<file path="config.mk">
export PLATFORM = sky130hd
export DESIGN_NAME = lcd_bus_ctrl
export DESIGN_NICKNAME = d
export VERILOG_FILES = /design/src/rtl/lcd_bus_ctrl.sv
export SDC_FILE = /design/constraint.sdc
export NUM_CORES = 1
export LEC_CHECK = 0
export BUFFER_PORTS_ARGS = -buffer_cell sky130_fd_sc_hd__buf_2
export CORE_AREA = 2 2 82 84
export DETAILED_ROUTE_END_ITERATION = 8
export DIE_AREA = 0 0 84 86
export PLACE_DENSITY_LB_ADDON = 0.3
export SLEW_MARGIN = 20
export SYNTH_ARGS = -nofsm -noshare
export SYNTH_HDL_FRONTEND = slang
export SYNTH_SLANG_ARGS = --single-unit
</file>
<file path="constraint.sdc">
create_clock -name clk_i -period 2.8 [get_ports clk_i]
set_clock_uncertainty 0.2 [all_clocks]
set_input_delay 0.56 -clock clk_i [delete_from_list [all_inputs] [get_ports clk_i]]
set_output_delay 0.56 -clock clk_i [all_outputs]
set_load 0.005 [all_outputs]
</file>
<file path="src/rtl/lcd_bus_ctrl.sv">
// lcd_bus_ctrl: turns strobe-toggled LCD output words into timed HD44780 write cycles.
// Define LCD_INIT_EN to add the power-up delay and fixed init command sequence.
module lcd_bus_ctrl #(
    parameter int T_SETUP_CYC = 2,
    parameter int T_EN_CYC    = 25,
    parameter int T_HOLD_CYC  = 2,
    parameter int T_CMD_CYC   = 1850,
    parameter int T_CLR_CYC   = 76000,
    parameter int T_PWRUP_CYC = 750000
) (
    input  logic        clk_i,
    input  logic        rst_i,
    input  logic [31:0] lcd_word_i,
    output logic        busy_o,
    output logic        done_o,
    output logic        ovf_o,
    output logic        lcd_on_o,
    output logic        lcd_en_o,
    output logic        lcd_rs_o,
    output logic        lcd_rw_o,
    output logic [7:0]  lcd_data_o
);
    // state      | meaning
    // IDLE       | bus parked, waiting for a request or a pending entry
    // SETUP      | RS/DATA driven, EN low
    // PULSE      | EN high
    // HOLD       | EN low, RS/DATA still held
    // WAIT       | LCD executing the command
    // INIT_PWR   | power-up delay (LCD_INIT_EN only)
    // INIT_CMD   | load next init command onto the bus (LCD_INIT_EN only)

    function automatic int max_i(input int a, input int b);
        return (a > b) ? a : b;
    endfunction

    localparam int MAX_CYC = max_i(max_i(max_i(T_SETUP_CYC, T_EN_CYC),
                                         max_i(T_HOLD_CYC, T_CMD_CYC)),
                                   max_i(T_CLR_CYC, T_PWRUP_CYC));
    localparam int CW = $clog2(MAX_CYC + 1);

    localparam logic [CW-1:0] LD_SETUP = CW'(T_SETUP_CYC - 1);
    localparam logic [CW-1:0] LD_EN    = CW'(T_EN_CYC - 1);
    localparam logic [CW-1:0] LD_HOLD  = CW'(T_HOLD_CYC - 1);
    localparam logic [CW-1:0] LD_CMD   = CW'(T_CMD_CYC - 1);
    localparam logic [CW-1:0] LD_CLR   = CW'(T_CLR_CYC - 1);

`ifdef LCD_INIT_EN
    typedef enum logic [2:0] {
        S_IDLE, S_SETUP, S_PULSE, S_HOLD, S_WAIT, S_INIT_PWR, S_INIT_CMD
    } state_t;
    localparam logic [CW-1:0] LD_PWRUP = CW'(T_PWRUP_CYC - 1);
    localparam state_t        RST_STATE = S_INIT_PWR;
    localparam logic [CW-1:0] RST_CNT   = LD_PWRUP;
`else
    typedef enum logic [2:0] {
        S_IDLE, S_SETUP, S_PULSE, S_HOLD, S_WAIT
    } state_t;
    localparam state_t        RST_STATE = S_IDLE;
    localparam logic [CW-1:0] RST_CNT   = '0;
`endif

    state_t          state_q, state_d;
    logic [CW-1:0]   cnt_q, cnt_d;
    logic            strobe_q;
    logic            on_q;
    logic            req;
    logic            take_req;
    logic            take_pend;
    logic            pend_v_q;
    logic            pend_rs_q;
    logic [7:0]      pend_data_q;
    logic            rs_q;
    logic [7:0]      data_q;
    logic            ovf_q;
    logic            long_wait;
    logic            wait_end;
    logic            done_ok;
    logic            unused_word;

    assign unused_word = ^{lcd_word_i[30:11], lcd_word_i[8]};

    assign req = lcd_word_i[10] ^ strobe_q;

    // Clear and return-home need the long execution wait.
    assign long_wait = !rs_q && (data_q[7:2] == 6'd0) && (data_q[1:0] != 2'd0);
    assign wait_end  = (state_q == S_WAIT) && (cnt_q == '0);

`ifdef LCD_INIT_EN
    logic       init_act_q;
    logic [1:0] init_idx_q;
    logic [7:0] init_data;
    logic       take_init;

    always_comb begin
        case (init_idx_q)
            2'd0:    init_data = 8'h38;
            2'd1:    init_data = 8'h0C;
            2'd2:    init_data = 8'h01;
            default: init_data = 8'h06;
        endcase
    end

    always_ff @(posedge clk_i or posedge rst_i) begin
        if (rst_i) begin
            init_act_q <= 1'b1;
            init_idx_q <= 2'd0;
        end else if (wait_end && init_act_q) begin
            if (init_idx_q == 2'd3) begin
                init_act_q <= 1'b0;
            end else begin
                init_idx_q <= init_idx_q + 2'd1;
            end
        end
    end

    assign done_ok = wait_end && !init_act_q;
`else
    assign done_ok = wait_end;
`endif

    always_ff @(posedge clk_i or posedge rst_i) begin
        if (rst_i) begin
            state_q <= RST_STATE;
            cnt_q   <= RST_CNT;
        end else begin
            state_q <= state_d;
            cnt_q   <= cnt_d;
        end
    end

    always_comb begin
        state_d   = state_q;
        cnt_d     = (cnt_q != '0) ? cnt_q - CW'(1) : cnt_q;
        take_req  = 1'b0;
        take_pend = 1'b0;
`ifdef LCD_INIT_EN
        take_init = 1'b0;
`endif
        case (state_q)
            S_IDLE: begin
                if (pend_v_q) begin
                    state_d   = S_SETUP;
                    cnt_d     = LD_SETUP;
                    take_pend = 1'b1;
                end else if (req) begin
                    state_d  = S_SETUP;
                    cnt_d    = LD_SETUP;
                    take_req = 1'b1;
                end
            end
            S_SETUP: begin
                if (cnt_q == '0) begin
                    state_d = S_PULSE;
                    cnt_d   = LD_EN;
                end
            end
            S_PULSE: begin
                if (cnt_q == '0) begin
                    state_d = S_HOLD;
                    cnt_d   = LD_HOLD;
                end
            end
            S_HOLD: begin
                if (cnt_q == '0) begin
                    state_d = S_WAIT;
                    cnt_d   = long_wait ? LD_CLR : LD_CMD;
                end
            end
            S_WAIT: begin
                if (cnt_q == '0) begin
                    state_d = S_IDLE;
`ifdef LCD_INIT_EN
                    if (init_act_q && (init_idx_q != 2'd3)) begin
                        state_d = S_INIT_CMD;
                    end
`endif
                end
            end
`ifdef LCD_INIT_EN
            S_INIT_PWR: begin
                if (cnt_q == '0) begin
                    state_d = S_INIT_CMD;
                end
            end
            S_INIT_CMD: begin
                state_d   = S_SETUP;
                cnt_d     = LD_SETUP;
                take_init = 1'b1;
            end
`endif
            default: begin
                state_d = S_IDLE;
                cnt_d   = '0;
            end
        endcase
    end

    always_comb begin
        lcd_en_o = (state_q == S_PULSE);
        busy_o   = (state_q != S_IDLE) || pend_v_q;
        done_o   = done_ok;
    end

    always_ff @(posedge clk_i or posedge rst_i) begin
        if (rst_i) begin
            strobe_q <= 1'b0;
            on_q     <= 1'b0;
        end else begin
            strobe_q <= lcd_word_i[10];
            on_q     <= lcd_word_i[31];
        end
    end

    // Bus snapshot and the one-deep pending buffer. A request that is not
    // taken straight into SETUP lands in the buffer when it is free (or being
    // freed this cycle); otherwise it is dropped and flagged.
    always_ff @(posedge clk_i or posedge rst_i) begin
        if (rst_i) begin
            rs_q        <= 1'b0;
            data_q      <= 8'h00;
            pend_v_q    <= 1'b0;
            pend_rs_q   <= 1'b0;
            pend_data_q <= 8'h00;
            ovf_q       <= 1'b0;
        end else begin
            if (take_pend) begin
                rs_q   <= pend_rs_q;
                data_q <= pend_data_q;
            end else if (take_req) begin
                rs_q   <= lcd_word_i[9];
                data_q <= lcd_word_i[7:0];
            end
`ifdef LCD_INIT_EN
            else if (take_init) begin
                rs_q   <= 1'b0;
                data_q <= init_data;
            end
`endif
            if (req && !take_req) begin
                if (pend_v_q && !take_pend) begin
                    ovf_q <= 1'b1;
                end else begin
                    pend_v_q    <= 1'b1;
                    pend_rs_q   <= lcd_word_i[9];
                    pend_data_q <= lcd_word_i[7:0];
                end
            end else if (take_pend) begin
                pend_v_q <= 1'b0;
            end
        end
    end

    assign ovf_o      = ovf_q;
    assign lcd_on_o   = on_q;
    assign lcd_rs_o   = rs_q;
    assign lcd_data_o = data_q;
    assign lcd_rw_o   = 1'b0;

endmodule
</file>
==> results.toml <==
[global_routing]
grt_pass1_vias = 1855
grt_start_max_net_pins = 28
groute.usage.overall_pct = 15.5
initial_antenna_violation_count = 0
globalRouteOverflowTotal = 0
grt_first_pass_wirelength_um = 9250

[timing]
timing.final.crit_period_ps = 2650
final.period_utilization_pct = 94.7
finalSetupViolCount = 0
relSlewSlack_pct = 61.4
grt_setup_unrepaired = "false"
max_clock_freq_mhz = 377
pins_over_slew_limit = 0
tightestPinTransition_ps = 578
fin_tns_setup_ps = 0
finalHoldViolCount = 0

[setup_path]
worst_ep_arrival_time_ps = 1890
critical_path_peak_fanout = 15
crit_path_start_kind = "flip-flop"
timing_worst_setup_path_type = "reg -> out"
critical_path_required_ps = 2040
crit_path_end_kind = "output port"

[synth]
synth_area_leaders = "sky130_fd_sc_hd__dfrtp_1, sky130_fd_sc_hd__mux2_2, sky130_fd_sc_hd__xnor2_1"
ys_seq_area_share_pct = 47.3
post-synth-top-area-cell = "sky130_fd_sc_hd__dfrtp_1"
yosys_register_bits = 45
synth_largest_type_area_fraction_pct = 47.3
asyncSetResetFlopFracSynth_pct = 100
syn_area_um2 = 2380
post-synth-top-count-cell = "sky130_fd_sc_hd__dfrtp_1"
synth_fp_nets = 272
synth.distinct_cells = 57
synth_area_per_cell_um2 = 10.1
synth_common_cells = "sky130_fd_sc_hd__dfrtp_1, sky130_fd_sc_hd__nand2_1, sky130_fd_sc_hd__nor2_1"
synth_ff_type = "sky130_fd_sc_hd__dfrtp_1"
synth_warnings = 0
cell_count_after_synthesis = 235
number_of_enable_type_register_cells_in_the_synthesized_netlist = 0

[placed_design]
dp_hpwl_um = 3750
routabilityCongestion = 0.772
io_buffer_count = 26

[route]
antenna_violating_nets_post_route = 0
drt_drc_violations_left = 0
post_drt_via_cell_ratio = 5.39
via_count = 1828
drt-wirelength-per-cell_um = 15.1
drt_first_iter_violations = 76
routed_wl_um = 5110
drt_pre_antenna_iters = 4

[clock_tree]
number_of_clock_buffers_inserted_by_tritoncts = 5
cts.path.max_buffers = 2
cts_tree = "done"
cts_htree_levels = 2
clock_latency_ps = 290
cts.clk_slew.worst_paths_ps = 80
ctsRootBufferMaster = "sky130_fd_sc_hd__clkbuf_8"
clock-sinks = 45

[power_and_ir_drop]
intPower_uw = 1610
leakage_uw = 0.00114
share_comb_of_total_power_pct = 34.4
switching_part_of_the_total_power_pct = 36.4
power.ir.vdd_worst_mv = 0.416
ratio_of_total_power_to_cell_area_nw_per_um2 = 937
p_clk_share_pct = 19.2
power_frac_seq_pct = 46.5
switchingPower_uw = 923

[floorplan]
placementRows = 29
dieWidth_um = 84
die_footprint_um2 = 7220
initial_utilization_pct = 38.0
core-area_um2 = 6280
ioPinCount = 49
fp.dieH_um = 86

[finish]
final_core_utilization_pct = 43.1
area.growth.synth_to_final_pct = 13.7
final_layout_size_suffix_gt1_share_pct = 24.8
antenna-diode-count = 0
fin_nets = 298

[run_status]
outcome = "finished clean"

[job]
maxCapViolCount = 0

[hold_path]
worst_hold_path_type = "in -> async"
## placed cells by master (no fill, tap or decap), types with 3 or more instances in the layout
cell | Yosys | routed
sky130_fd_sc_hd__dfrtp_1 | 45 | 45
sky130_fd_sc_hd__buf_2 | 5 | 26
sky130_fd_sc_hd__nand2_1 | 20 | 20
sky130_fd_sc_hd__nor2_1 | 20 | 20
sky130_fd_sc_hd__o21ai_0 | 11 | 11
sky130_fd_sc_hd__nor3_1 | 11 | 10
sky130_fd_sc_hd__xnor2_1 | 10 | 10
sky130_fd_sc_hd__mux2_2 | 9 | 9
sky130_fd_sc_hd__a21oi_1 | 7 | 7
sky130_fd_sc_hd__a22oi_1 | 6 | 6
sky130_fd_sc_hd__nor3b_1 | 5 | 5
sky130_fd_sc_hd__o21ai_1 | 5 | 5
sky130_fd_sc_hd__clkbuf_8 | 0 | 5
sky130_fd_sc_hd__buf_4 | 1 | 5
sky130_fd_sc_hd__or3_1 | 4 | 4
sky130_fd_sc_hd__nand3_2 | 4 | 4
sky130_fd_sc_hd__inv_1 | 5 | 4
sky130_fd_sc_hd__nor4_1 | 4 | 4
sky130_fd_sc_hd__nand3_1 | 4 | 4
sky130_fd_sc_hd__a211oi_1 | 3 | 3
sky130_fd_sc_hd__ha_1 | 3 | 3
## flip-flops by register name (all words and copies together) (netlist names)
signal       flops
lcd_data_o       8
lcd_rs_o         1
ovf_o            1
state_q          3
pend_v_q         1
pend_data_q      8
strobe_q         1
cnt_q           20
pend_rs_q        1
lcd_on_o         1
## per-stage QoR
| step | std cells | cell area, um^2 | total power (uW) | setup slack, ps | hold WS [ps] |
|---|---|---|---|---|---|
| floorplan | 235 | 2380 | 1810 | 572 | 266 |
| global placement | 331 | 2590 | 2030 | 372 | 261 |
| detailed placement | 331 | 2590 | 2050 | 396 | 256 |
| CTS | 339 | 2700 | 2550 | 129 | 125 |
| global route | 339 | 2710 | 2750 | 21.8 | 151 |
| finish | 339 | 2710 | 2540 | 147 | 108 |
## routing by layer
metal  wire (um)  up-vias  track usage [%]
met3         151        2             2.60
met2        2470       36             25.7
li1            -      912                -
met4          22        0             4.11
met1        2460      878             21.2
met5           0        -                0
## cell type report
cell class / instances / area, um^2
clock inverters: 2 / 38.8
clock buffers: 6 / 72.6
repair buffers: 31 / 168
fillers: 593 / 3570
flip-flops and latches: 45 / 1130
well taps: 77 / 96.3
inverters: 6 / 22.5
multi-input cells: 172 / 1180
## power by group through the flow
| stage | logic [uW] | registers [uW] | clock network, uW |
|---|---|---|---|
| after floorplan | 672 | 1130 | 0 |
| after global placement | 854 | 1170 | 0 |
| after detailed placement | 867 | 1190 | 0 |
| after CTS | 874 | 1170 | 505 |
| after global routing | 994 | 1220 | 533 |
| final | 871 | 1180 | 486 |
## cells by family after synthesis
logic type | Yosys count | share of synthesized area, %
XOR/XNOR | 12 | 4.41
AO/OA/AOI/OAI | 52 | 15.2
multiplexers | 11 | 5.09
buffers and inverters | 18 | 3.26
flip-flops | 45 | 47.3
adder cells (fa/ha/maj) | 4 | 2.00
other | 1 | 0.157
AND/OR/NAND/NOR | 92 | 22.6
## final timing paths
check	start	to	slack, ps	depth (start not counted)
min in group clk_i	lcd_word_i[31]	lcd_on_o	170	1
min reg2reg	ovf_o	ovf_o	280	1
max in group asynchronous	rst_i	pend_data_q[0]	1710	3
max	state_q[2]	busy_o	150	3
max reg2reg	state_q[2]	cnt_q[1]	390	5
min	rst_i	cnt_q[12]	110	2
## worst max-delay path, cell delays in order, from the launching register on
cell	delay (ps)
sky130_fd_sc_hd__dfrtp_1	500
sky130_fd_sc_hd__or3_1	620
sky130_fd_sc_hd__or2_1	330
sky130_fd_sc_hd__buf_2	140
## repair_timing
action	4_1_cts	5_1_grt
buffers inserted	0	0
resized for setup	0	1
hold buffers	0	0
endpoints found under the setup margin	0	1
Power figures use the tool's default switching activity.
